`config.mk`:
```
export PLATFORM = sky130hd
export DESIGN_NAME = multicycle_control_fsm
export DESIGN_NICKNAME = d
export VERILOG_FILES = /design/src/rtl/multicycle_control_fsm.sv
export SDC_FILE = /design/constraint.sdc
export NUM_CORES = 1
export LEC_CHECK = 0
export CAP_MARGIN = 40
export CORE_ASPECT_RATIO = 1.5
export CORE_MARGIN = 5
export CORE_UTILIZATION = 63
export CTS_CLUSTER_DIAMETER = 120
export CTS_CLUSTER_SIZE = 12
export DETAILED_ROUTE_END_ITERATION = 7
export DONT_BUFFER_PORTS = 1
export GPL_TIMING_DRIVEN = 0
export PLACE_DENSITY = 0.85
export SYNTH_ARGS = -nofsm -noshare
export SYNTH_HDL_FRONTEND = slang
export SYNTH_SLANG_ARGS = --single-unit
```
`constraint.sdc`:
```
create_clock -name clk -period 3.3 [get_ports clk]
set_input_delay 0.66 -clock clk [delete_from_list [all_inputs] [get_ports clk]]
set_output_delay 0.66 -clock clk [all_outputs]
set_load 0.1 [all_outputs]
```
`src/rtl/multicycle_control_fsm.sv`:
```
`default_nettype none
// ============================================================================
//  Module   : multicycle_control_fsm
//  Purpose  : Multi-cycle MIPS control sequencer. Steps each instruction
//             through FETCH / DECODE / EXECUTE / MEMORY / WRITEBACK over a
//             datapath with one ALU and one memory port. It drives every
//             datapath control line, waits on a memory ready handshake,
//             counts retired instructions and flags illegal opcodes and
//             memory timeouts.
//  Ports    : clk           - rising-edge clock
//             reset         - asynchronous, active-high reset
//             opcode[5:0]   - IR[31:26], valid from DECODE onward
//             zero          - ALU Zero flag (branch decision)
//             mem_ready     - memory completes the current access this cycle
//             mem_req/mem_read/mem_write/i_or_d - memory port controls
//             ir_write/pc_write/pc_src          - IR and PC update controls
//             alu_src_a/alu_src_b/alu_op        - ALU operand and op select
//             reg_dst/mem_to_reg/reg_write      - register file write controls
//             illegal_op    - one-cycle pulse on an undecoded opcode
//             mem_error     - one-cycle pulse on a memory timeout
//             instr_retired - completed-instruction count (wraps)
//  Revision : 1.0 - initial release
// ============================================================================
module multicycle_control_fsm #(
   parameter int MEM_TIMEOUT = 16,   // 0 = wait forever on mem_ready
   parameter int CNT_WIDTH   = 32
) (
   input  logic                 clk,
   input  logic                 reset,
   input  logic [5:0]           opcode,
   input  logic                 zero,
   input  logic                 mem_ready,
   output logic                 mem_req,
   output logic                 mem_read,
   output logic                 mem_write,
   output logic                 i_or_d,
   output logic                 ir_write,
   output logic                 pc_write,
   output logic [1:0]           pc_src,
   output logic                 alu_src_a,
   output logic [1:0]           alu_src_b,
   output logic [2:0]           alu_op,
   output logic                 reg_dst,
   output logic                 mem_to_reg,
   output logic                 reg_write,
   output logic                 illegal_op,
   output logic                 mem_error,
   output logic [CNT_WIDTH-1:0] instr_retired
);

   // The wait counter only ever holds 0 .. MEM_TIMEOUT-1.
   localparam int c_WAIT_W = (MEM_TIMEOUT < 2) ? 1 : $clog2(MEM_TIMEOUT);
   localparam logic [c_WAIT_W-1:0] c_WAIT_LIMIT =
      c_WAIT_W'((MEM_TIMEOUT > 0) ? (MEM_TIMEOUT - 1) : 0);
   localparam bit c_TMO_EN = (MEM_TIMEOUT > 0);

   localparam logic [5:0] c_OP_RTYPE = 6'h00;
   localparam logic [5:0] c_OP_J     = 6'h02;
   localparam logic [5:0] c_OP_BEQ   = 6'h04;
   localparam logic [5:0] c_OP_BNE   = 6'h05;
   localparam logic [5:0] c_OP_ADDI  = 6'h08;
   localparam logic [5:0] c_OP_ORI   = 6'h0D;
   localparam logic [5:0] c_OP_LW    = 6'h23;
   localparam logic [5:0] c_OP_SW    = 6'h2B;

   typedef enum logic [3:0] {
      S_IDLE     = 4'd0,
      S_FETCH    = 4'd1,
      S_DECODE   = 4'd2,
      S_RTYPE_EX = 4'd3,
      S_RTYPE_WB = 4'd4,
      S_ITYPE_EX = 4'd5,
      S_ITYPE_WB = 4'd6,
      S_MEM_ADR  = 4'd7,
      S_MEM_RD   = 4'd8,
      S_MEM_WR   = 4'd9,
      S_MEM_WB   = 4'd10,
      S_BRANCH   = 4'd11,
      S_JUMP     = 4'd12
   } state_t;

   state_t                 r_state;
   state_t                 w_next;
   logic [c_WAIT_W-1:0]    r_wait;
   logic [CNT_WIDTH-1:0]   r_retired;
   logic                   w_wait_state;
   logic                   w_timeout;
   logic                   w_retire;

   assign w_wait_state = (r_state == S_FETCH) || (r_state == S_MEM_RD) ||
                         (r_state == S_MEM_WR);

   // Timeout fires on the MEM_TIMEOUT-th consecutive non-ready cycle; a
   // mem_ready arriving in that same cycle takes priority.
   assign w_timeout = c_TMO_EN && w_wait_state && !mem_ready &&
                      (r_wait == c_WAIT_LIMIT);

   assign instr_retired = r_retired;

   // ------------------------------------------------------------------------
   // State register
   // ------------------------------------------------------------------------
   always_ff @(posedge clk or posedge reset) begin
      if (reset) begin
         r_state <= S_IDLE;
      end else begin
         r_state <= w_next;
      end
   end

   // ------------------------------------------------------------------------
   // Wait counter and retired-instruction counter
   // ------------------------------------------------------------------------
   always_ff @(posedge clk or posedge reset) begin
      if (reset) begin
         r_wait    <= '0;
         r_retired <= '0;
      end else begin
         // Any state entry (including re-entering FETCH after a timeout)
         // restarts the wait count.
         if (w_timeout || (w_next != r_state)) begin
            r_wait <= '0;
         end else if (c_TMO_EN && w_wait_state && !mem_ready) begin
            r_wait <= r_wait + c_WAIT_W'(1);
         end
         if (w_retire) begin
            r_retired <= r_retired + CNT_WIDTH'(1);
         end
      end
   end

   // ------------------------------------------------------------------------
   // Next-state and output decode
   // ------------------------------------------------------------------------
   always_comb begin
      w_next     = r_state;
      w_retire   = 1'b0;
      mem_req    = 1'b0;
      mem_read   = 1'b0;
      mem_write  = 1'b0;
      i_or_d     = 1'b0;
      ir_write   = 1'b0;
      pc_write   = 1'b0;
      pc_src     = 2'b00;
      alu_src_a  = 1'b0;
      alu_src_b  = 2'b00;
      alu_op     = 3'b000;
      reg_dst    = 1'b0;
      mem_to_reg = 1'b0;
      reg_write  = 1'b0;
      illegal_op = 1'b0;
      mem_error  = 1'b0;

      // Gating on reset keeps every strobe low from the instant reset rises,
      // independent of when the state register itself settles.
      if (!reset) begin
         case (r_state)
            S_IDLE: begin
               w_next = S_FETCH;
            end

            S_FETCH: begin
               mem_req   = 1'b1;
               mem_read  = 1'b1;
               alu_src_b = 2'b01;               // PC + 4
               if (mem_ready) begin
                  ir_write = 1'b1;
                  pc_write = 1'b1;
                  w_next   = S_DECODE;
               end else if (w_timeout) begin
                  mem_error = 1'b1;
                  w_next    = S_FETCH;
               end
            end

            S_DECODE: begin
               alu_src_b = 2'b11;               // branch target into ALUOut
               case (opcode)
                  c_OP_RTYPE:         w_next = S_RTYPE_EX;
                  c_OP_ADDI, c_OP_ORI: w_next = S_ITYPE_EX;
                  c_OP_LW, c_OP_SW:   w_next = S_MEM_ADR;
                  c_OP_BEQ, c_OP_BNE: w_next = S_BRANCH;
                  c_OP_J:             w_next = S_JUMP;
                  default: begin
                     illegal_op = 1'b1;
                     w_next     = S_FETCH;
                  end
               endcase
            end

            S_RTYPE_EX: begin
               alu_src_a = 1'b1;
               alu_op    = 3'b111;
               w_next    = S_RTYPE_WB;
            end

            S_RTYPE_WB: begin
               reg_write = 1'b1;
               reg_dst   = 1'b1;
               w_next    = S_FETCH;
               w_retire  = 1'b1;
            end

            S_ITYPE_EX: begin
               alu_src_a = 1'b1;
               alu_src_b = 2'b10;
               alu_op    = (opcode == c_OP_ORI) ? 3'b101 : 3'b100;
               w_next    = S_ITYPE_WB;
            end

            S_ITYPE_WB: begin
               reg_write = 1'b1;
               w_next    = S_FETCH;
               w_retire  = 1'b1;
            end

            S_MEM_ADR: begin
               alu_src_a = 1'b1;
               alu_src_b = 2'b10;
               w_next    = (opcode == c_OP_SW) ? S_MEM_WR : S_MEM_RD;
            end

            S_MEM_RD: begin
               mem_req  = 1'b1;
               mem_read = 1'b1;
               i_or_d   = 1'b1;
               if (mem_ready) begin
                  w_next = S_MEM_WB;
               end else if (w_timeout) begin
                  mem_error = 1'b1;
                  w_next    = S_FETCH;
               end
            end

            S_MEM_WR: begin
               mem_req = 1'b1;
               i_or_d  = 1'b1;
               // The write strobe is only raised in the completing cycle so a
               // stalled or aborted store never commits.
               if (mem_ready) begin
                  mem_write = 1'b1;
                  w_next    = S_FETCH;
                  w_retire  = 1'b1;
               end else if (w_timeout) begin
                  mem_error = 1'b1;
                  w_next    = S_FETCH;
               end
            end

            S_MEM_WB: begin
               reg_write  = 1'b1;
               mem_to_reg = 1'b1;
               w_next     = S_FETCH;
               w_retire   = 1'b1;
            end

            S_BRANCH: begin
               alu_src_a = 1'b1;
               alu_op    = 3'b001;
               pc_src    = 2'b01;
               pc_write  = (opcode == c_OP_BNE) ? ~zero : zero;
               w_next    = S_FETCH;
               w_retire  = 1'b1;
            end

            S_JUMP: begin
               pc_write = 1'b1;
               pc_src   = 2'b10;
               w_next   = S_FETCH;
               w_retire = 1'b1;
            end

            default: begin
               w_next = S_IDLE;
            end
         endcase
      end
   end

endmodule
`default_nettype wire
```
==> results of run 1 <==
[cells by family after synthesis]
kind of cell	share of synthesized area, %
DFF	40.1
buffers and inverters	4.71
muxes	0.852
AOI/OAI and AO/OA	12.2
and+or+nand+nor	28.2
xor gates and xnor gates	13.0
adders and majority gates	1.00
[per-stage QoR]
step / instance area [um2] / hold slack [ps]
after floorplan: 2590 / 507
after global placement: 2650 / 554
==> metrics.csv, run 1 <==
metric,value,unit
synth_edf_count,0,
synth.area.top_cells,"dfrtp_1 40%, xnor2_1 10%, nand2_1 3.8%",
synthTopCellsByCount,"40 x dfrtp_1, 29 x xnor2_1, 25 x nand2_1",
syn_avg_cell_area,9.24,um2
ys_seq_area_share,40.1,%
routabilityCongestion,0.944,
error,[ERROR DPL-0033] detailed placement checks failed during check placement.,
haltStage,detailed placement (3_5_place_dp),
async_reset_ff_share,100,%
port_buffers,0,
ys.flop_type,dfrtp_1,
die_w,61.4,um
num_rows,28,
dpl.hpwl,9160,um
start_util,64.2,%
synth_fp_nets,282,
die_h,87.1,um
synth.distinct_cells,58,
ioPinCount,61,
yosys_warnings,0,
synthCells,270,
outcome,did not finish,
synth_top_area_cell,dfrtp_1,
syn_area,0.00250,mm2
yosysTopAreaCellShare,40.1,%
yosysMostFrequentCell,dfrtp_1,
synth_seq_cells,40,
==> inputs of run 2 (changes only) <==
Settings changed: CORE_ASPECT_RATIO 1.5 to not set, CORE_UTILIZATION 63 to 40, CTS_CLUSTER_DIAMETER 120 to not set, CTS_CLUSTER_SIZE 12 to not set, PLACE_DENSITY 0.85 to not set, PLACE_DENSITY_LB_ADDON set to 0.15.
==> metrics.csv, run 2 <==
metric,value,unit,change
outcome,"finished, final reports clean",,
ant_nets,0,,
diodes,0,,
start_util,41.7,%,-23 points
synth_edf_count,0,,unchanged
coreArea,0.00599,mm2,
yosysTopAreaCellShare,40.1,%,unchanged
multi_input_area,0.00153,mm2,
tns,0,ps,
synthCells,270,,unchanged
p_total,2.36,mW,
overflow,0,,
drive_gt1_share,30.9,%,
synth_fp_nets,282,,unchanged
dpl.hpwl,5550,um,-39%
post_cts_buffers,0,,
avgViaCountPerCell,5.76,,
ys.flop_type,dfrtp_1,,
grt_max_degree,50,,
drt-total-wl,7320,um,
area_growth,61.2,%,
slew_violations,0,,
cts_tree,built,,
port_buffers,0,,unchanged
wire_per_inst,18.1,um,
endpoint_kind,output pin,,
ioPinCount,61,,unchanged
post_cts_resized,0,,
period_share,87.3,%,
cts_buffer_depth,2,,
dp_cells,397,,
h-tree-depth,2,,
via_count,2331,,
worst_slack,418,ps,
worstMarginPinSlew,764,ps,
clock_sink_count,40,,
layout_commonest_cell,dfrtp_1,,
cp.arrival,2220,ps,
power.density,586,mW/mm2,
max_clock_freq,0.347,GHz,
yosys_warnings,0,,unchanged
worst_slew_margin_rel,49.1,%,
first_global_vias,2386,,
drc,0,,
die_w,89.0,um,+45%
clk_pin_slew,80,ps,
async_reset_ff_share,100,%,unchanged
antenna_found_initial,0,,
num_rows,28,,unchanged
final_cell_area,0.00402,mm2,
synth_seq_cells,40,,unchanged
regArea,0.00100,mm2,
cp_max_fo,49,,
critical_path_class,input pin to output pin,,
ys_seq_area_share,40.1,%,unchanged
min_period,2880,ps,
required,2640,ps,
final.setup_skew,12.3,ps,
fillers,461,,
firstDrtPassIters,4,,
power.leakage,1.69,nW,
synth.area.top_cells,"dfrtp_1 40%, xnor2_1 10%, nand2_1 3.8%",,
synth_top_area_cell,dfrtp_1,,
maxCapViolations,0,,
hold_viol,0,,
cts_hold_buf,0,,
synth.distinct_cells,58,,unchanged
crit_path_start_kind,input pin,,
min_path_type,input pin to asynchronous set/reset pin,,
final-setup-viol-count,0,,
yosysMostFrequentCell,dfrtp_1,,
cts-root-buf,clkbuf_8,,
synthTopCellsByCount,"40 x dfrtp_1, 29 x xnor2_1, 25 x nand2_1",,
dieArea,0.00792,mm2,
routabilityCongestion,0.868,,-8.1%
cts-buffers-inserted,5,,
nets,341,,
drt_iter0_markers,144,,
grt_pass1_wl,12000,um,
die_h,89.0,um,+2.2%
post-place-ws,424,ps,
grt.total_usage,19.4,%,
finalNonFillerCells,405,,
ir_worst_vdd,0.515,mV,
most-common-layout-cells,"40 x dfrtp_1, 33 x buf_16, 29 x xnor2_1",,
syn_area,0.00250,mm2,unchanged
clk_latency,300,ps,
syn_avg_cell_area,9.24,um2,unchanged
placed_area,0.00393,mm2,
largest_register_ffs,32,,
grt_setup_unrepaired,false,,
-- run 2: cell counts after synthesis --
No cell type changed its count.
-- run 2: cell families (layout without fill, tap and decap cells) --
kind of cell,after synthesis,in the layout,share of synthesized area (%)
flops,40,40,40.1
buf+inv,24,84,4.71
xor+xnor,37,37,13.0
compound gates,41,41,12.2
mux,2,2,0.852
fa+ha+maj,2,2,1.00
simple gates,124,124,28.2
-- run 2: worst paths after layout --
| check | start | to | slack (ps) | cells past startpoint |
|---|---|---|---|---|
| setup / recovery | reset | pc_write | 420 | 4 |
| setup reg to reg | instr_retired[4] | instr_retired[31] | 1190 | 8 |
| hold reg to reg | instr_retired[16] | instr_retired[16] | 570 | 1 |
| max in group asynchronous | reset | instr_retired[8] | 2750 | 1 |
| min in group clk | instr_retired[16] | instr_retired[16] | 570 | 1 |
| hold / removal | reset | instr_retired[1] | 220 | 1 |
-- run 2: cell type report --
cell class | instances | share of cell area (%)
clock buffer | 8 | 2.24
timing repair buffer | 52 | 29.5
tap | 75 | 2.33
buffer | 17 | 2.27
multi-input combinational | 206 | 38.0
sequential | 40 | 24.9
inverter | 7 | 0.777
-- run 2: power by group --
group          internal [mW]  switching (mW)  total [mW]
registers              0.538          0.0604       0.599
logic                  0.443           0.971        1.41
clock network          0.171           0.174       0.345
-- run 2: per-layer routing --
layer,track usage [%],routed length (um),up-vias
met5,0,0,-
met4,7.04,167,0
met3,5.53,537,19
met2,31.3,3590,82
met1,24.9,3020,1137
li1,-,-,1093
-- run 2: critical path, stage by stage --
cell,delay (ps)
clkinv_4,290
nand2_1,430
nor3_4,360
a211o_2,450
-- run 2: metrics by stage --
| step | util, % | hold slack (ps) |
|---|---|---|
| after global routing | 67.2 | 253 |
| final | 67.2 | 218 |
| after CTS | 67.2 | 234 |
| after global placement | 44.8 | 566 |
| after detailed placement | 65.7 | 554 |
| after floorplan | - | 507 |
Power figures use the tool's default switching activity.
==> inputs of run 3 (changes only) <==
Settings changed: SLEW_MARGIN set to 20.
==> metrics.csv, run 3 (same netlist as run 2, synthesis figures left out) <==
metric,value,unit,change
drc,0,,unchanged
routabilityCongestion,0.868,,unchanged
grt_setup_unrepaired,false,,
cts-root-buf,clkbuf_8,,
largest_register_ffs,32,,unchanged
start_util,41.7,%,unchanged
p_clk_share,13.2,%,-1.4 points
grt.total_usage,20.2,%,+0.79 points
overflow,0,,unchanged
coreArea,0.00599,mm2,unchanged
post-place-ws,433,ps,+9.51 ps
drive_gt1_share,31.0,%,+0.096 points
most-common-layout-cells,"40 x dfrtp_1, 33 x buf_16, 29 x xnor2_1",,
utilization,69.2,%,+2.0 points
firstDrtPassIters,4,,unchanged
post_cts_resized,0,,unchanged
dieArea,0.00792,mm2,unchanged
switching_share,51.3,%,+0.21 points
timing.critical_path.slowest_cell_delay,450,ps,about the same
hold_viol,0,,unchanged
via_count,2443,,+4.8%
ant_nets,0,,unchanged
pwr-share-seq,25.3,%,about the same
worstMarginPinSlew,765,ps,+1.28 ps
clock_sink_count,40,,unchanged
die_w,89.0,um,unchanged
cp_slowest_cell,a211o_2,,
ir_worst_vdd,0.530,mV,+2.7%
cts-buffers-inserted,5,,unchanged
grt_max_degree,50,,unchanged
drt-total-wl,7480,um,+2.2%
cts_buffer_depth,2,,unchanged
p_int,1.14,mW,-1.2%
ioPinCount,61,,unchanged
wire_per_inst,17.3,um,-4.4%
p_total,2.34,mW,-0.76%
power_switching,1.20,mW,-0.36%
num_rows,28,,unchanged
worst_slew_margin_rel,49.0,%,-0.085 points
drt_iter0_markers,113,,-22%
dpl.hpwl,5730,um,+3.1%
layout_commonest_cell,dfrtp_1,,
cts_hold_buf,0,,unchanged
cp_num_buf_inv,1,,unchanged
diodes,0,,unchanged
clk_pin_slew,70,ps,about the same
post_cts_buffers,0,,unchanged
min_period,2850,ps,-27.9 ps
required,2640,ps,about the same
crit_path_start_kind,input pin,,
cp_max_fo,49,,unchanged
cp.arrival,2190,ps,-30 ps
p_comb_share,61.5,%,+1.5 points
crit_family,simple AND/OR/NAND/NOR gates,,
critical_path_class,input pin to output pin,,
outcome,"finished, final reports clean",,
cts_tree,built,,
clk_latency,290,ps,about the same
power.leakage,1.76,nW,+4.0%
area_growth,66.0,%,
h-tree-depth,2,,unchanged
fillers,423,,-8.2%
final.setup_skew,5.46,ps,-6.87 ps
path_depth,4,,unchanged
grt_pass1_wl,12500,um,+4.9%
endpoint_kind,output pin,,
crit_chain,"clkinv_4, nand2_1, nor3_4, a211o_2",,
tns,0,ps,unchanged
nets,370,,+8.5%
final-setup-viol-count,0,,unchanged
period_share,86.5,%,-0.85 points
min_path_type,input pin to asynchronous set/reset pin,,
power.density,564,mW/mm2,-3.6%
slew_violations,0,,unchanged
die_h,89.0,um,unchanged
regArea,0.00100,mm2,unchanged
maxCapViolations,0,,unchanged
antenna_found_initial,0,,unchanged
multi_input_area,0.00153,mm2,unchanged
port_buffers,0,,unchanged
r2r_cells,9,,+1
worst_slack,446,ps,+27.9 ps
max_clock_freq,0.350,GHz,+0.98%
first_global_vias,2524,,+5.8%
avgViaCountPerCell,5.64,,-2.0%
run 3: final timing paths:
kind                       slack [ps]              start                end
max                               450              reset           pc_write
min                               220              reset   instr_retired[0]
max reg2reg                      1090   instr_retired[4]  instr_retired[25]
min reg2reg                       560  instr_retired[16]  instr_retired[16]
max in group asynchronous        2750              reset          r_wait[1]
min in group clk                  560  instr_retired[16]  instr_retired[16]
run 3: routing by layer:
layer / global-route usage [%] / wire (um) / up-vias
met1: 26.5 / 3110 / 1205
met5: 0 / 0 / -
met4: 4.47 / 97 / 0
met2: 33.5 / 3790 / 76
li1: - / - / 1152
met3: 5.53 / 487 / 10
run 3: final cells by class:
type / count / area share [%]
Sequential cell: 40 / 24.2
Clock inverter: 1 / 0.121
Tap cell: 75 / 2.26
Timing Repair Buffer: 81 / 31.8
Buffer: 17 / 2.20
Multi-Input combinational cell: 206 / 36.9
Clock buffer: 6 / 1.75
Inverter: 7 / 0.755
run 3: through the flow:
| step | hold slack (ps) | instance area (um2) | cells |
|---|---|---|---|
| 6_report | 218 | 4140 | 433 |
| 5_1_grt | 249 | 4140 | 433 |
| 4_1_cts | 240 | 4140 | 433 |
| 3_5_place_dp | 553 | 4070 | 426 |
| 3_3_place_gp | 566 | 2680 | 345 |
| 2_1_floorplan | 507 | 2590 | 270 |
run 3: power groups by stage:
stage | registers (mW) | logic [mW] | clock network, mW
floorplan | 0.730 | 0.826 | 0
finish | 0.591 | 1.44 | 0.309
global route | 0.598 | 1.51 | 0.351
global placement | 0.740 | 0.941 | 0
detailed placement | 0.600 | 1.43 | 0
CTS | 0.591 | 1.44 | 0.316
==> inputs of run 4 (changes only) <==
Settings changed: CELL_PAD_IN_SITES_DETAIL_PLACEMENT set to 0, CELL_PAD_IN_SITES_GLOBAL_PLACEMENT set to 2, CORE_UTILIZATION 40 to 38.
==> metrics.csv, run 4 (same netlist as run 2, synthesis figures left out) <==
metric,value,unit,change
power.leakage,1.76,nW,about the same
port_buffers,0,,unchanged
holdWs,234,ps,+15.4 ps
die_w,91.1,um,+2.3%
ioPinCount,61,,unchanged
ir_worst_vdd,0.615,mV,+16%
h-tree-depth,2,,unchanged
cts-buffers-inserted,5,,unchanged
max_clock_freq,0.344,GHz,-1.9%
die_h,91.1,um,+2.3%
period_share,88.2,%,+1.7 points
drive_gt1_share,31.2,%,+0.17 points
num_rows,29,,+3.6%
drc,0,,unchanged
overflow,0,,unchanged
required,2640,ps,about the same
final_cell_area,0.00413,mm2,-0.27%
crit_path_start_kind,input pin,,
drt_iter0_markers,176,,+56%
cts_buffer_depth,2,,unchanged
clk_latency,290,ps,about the same
cts-root-buf,clkbuf_8,,
routabilityCongestion,0.815,,-6.1%
firstDrtPassIters,5,,+1
dieArea,0.00829,mm2,+4.7%
clock_sink_count,40,,unchanged
antenna_found_initial,0,,unchanged
hold_viol,0,,unchanged
via_count,2412,,-1.3%
min_path_type,input pin to asynchronous set/reset pin,,
area_growth,65.6,%,
diodes,0,,unchanged
dpl.hpwl,5710,um,-0.34%
cts_tree,built,,
tns,0,ps,unchanged
cts_hold_buf,0,,unchanged
post_cts_buffers,0,,unchanged
min_period,2910,ps,+56.1 ps
ant_nets,0,,unchanged
endpoint_kind,output pin,,
coreArea,0.00639,mm2,+6.6%
largest_register_ffs,32,,unchanged
avgViaCountPerCell,5.57,,-1.3%
utilization,64.7,%,-4.5 points
slew_violations,0,,unchanged
outcome,"finished, final reports clean",,
critical_path_class,input pin to output pin,,
drt-total-wl,7460,um,-0.33%
layout_commonest_cell,dfrtp_1,,
worst_slew_margin_rel,49.9,%,+0.89 points
r2r_slack,1030,ps,-60 ps
grt_max_degree,50,,unchanged
nets,368,,-0.54%
post_cts_resized,0,,unchanged
cp_max_fo,49,,unchanged
wire_per_inst,17.2,um,-0.33%
most-common-layout-cells,"40 x dfrtp_1, 33 x buf_16, 29 x xnor2_1",,
grt_setup_unrepaired,false,,
post-place-ws,397,ps,-36.3 ps
final-setup-viol-count,0,,unchanged
worst_slack,389,ps,-56.1 ps
grt_pass1_wl,12700,um,+1.6%
cp.arrival,2250,ps,+60 ps
finalNonFillerCells,433,,unchanged
maxCapViolations,0,,unchanged
start_util,39.1,%,-2.6 points
final.setup_skew,7.09,ps,+1.63 ps
first_global_vias,2552,,+1.1%
worstMarginPinSlew,751,ps,-13.4 ps
power.density,570,mW/mm2,+1.0%
clk_pin_slew,70,ps,about the same
placed_area,0.00406,mm2,-0.28%
p_total,2.36,mW,+0.77%
grt.total_usage,18.4,%,-1.8 points
dp_cells,426,,unchanged
[run 4: changes by cell type in the layout (fill, tap and decap cells not counted), sizes merged]
cell	before	now
buf	92	90
[run 4: per-layer routing]
layer / global-route usage, % / wire [um] / vias to the layer above
met2: 30.3 / 3670 / 60
met5: 0 / 0 / -
li1: - / - / 1143
met3: 4.55 / 402 / 10
met4: 4.03 / 76 / 0
met1: 24.6 / 3310 / 1199
[run 4: final cells by class]
class	count	area, um2
clock buffers	6	72.6
flip-flops and latches	40	1000
multi-input cells	206	1530
repair buffers	79	1310
inverters	7	31.3
fillers	502	2250
well taps	77	96.3
plain buffers	17	91.3
clock inverters	1	5.00
[run 4: where the power goes]
| group | internal [mW] | switching (mW) |
|---|---|---|
| clock network | 0.144 | 0.168 |
| logic | 0.468 | 0.984 |
| registers | 0.538 | 0.0545 |
[run 4: critical path, cell delays in order]
cell      delay, ps
clkinv_4        290
nand2_1         430
nor3_4          380
a211o_2         460
[run 4: worst paths after layout]
path                                endpoint  depth (start not counted)         startpoint
setup / recovery                    pc_write                          4              reset
hold / removal              instr_retired[2]                          1              reset
setup reg to reg           instr_retired[21]                          9   instr_retired[4]
hold reg to reg            instr_retired[16]                          1  instr_retired[16]
max in group asynchronous         r_state[2]                          1              reset
min in group clk           instr_retired[16]                          1  instr_retired[16]
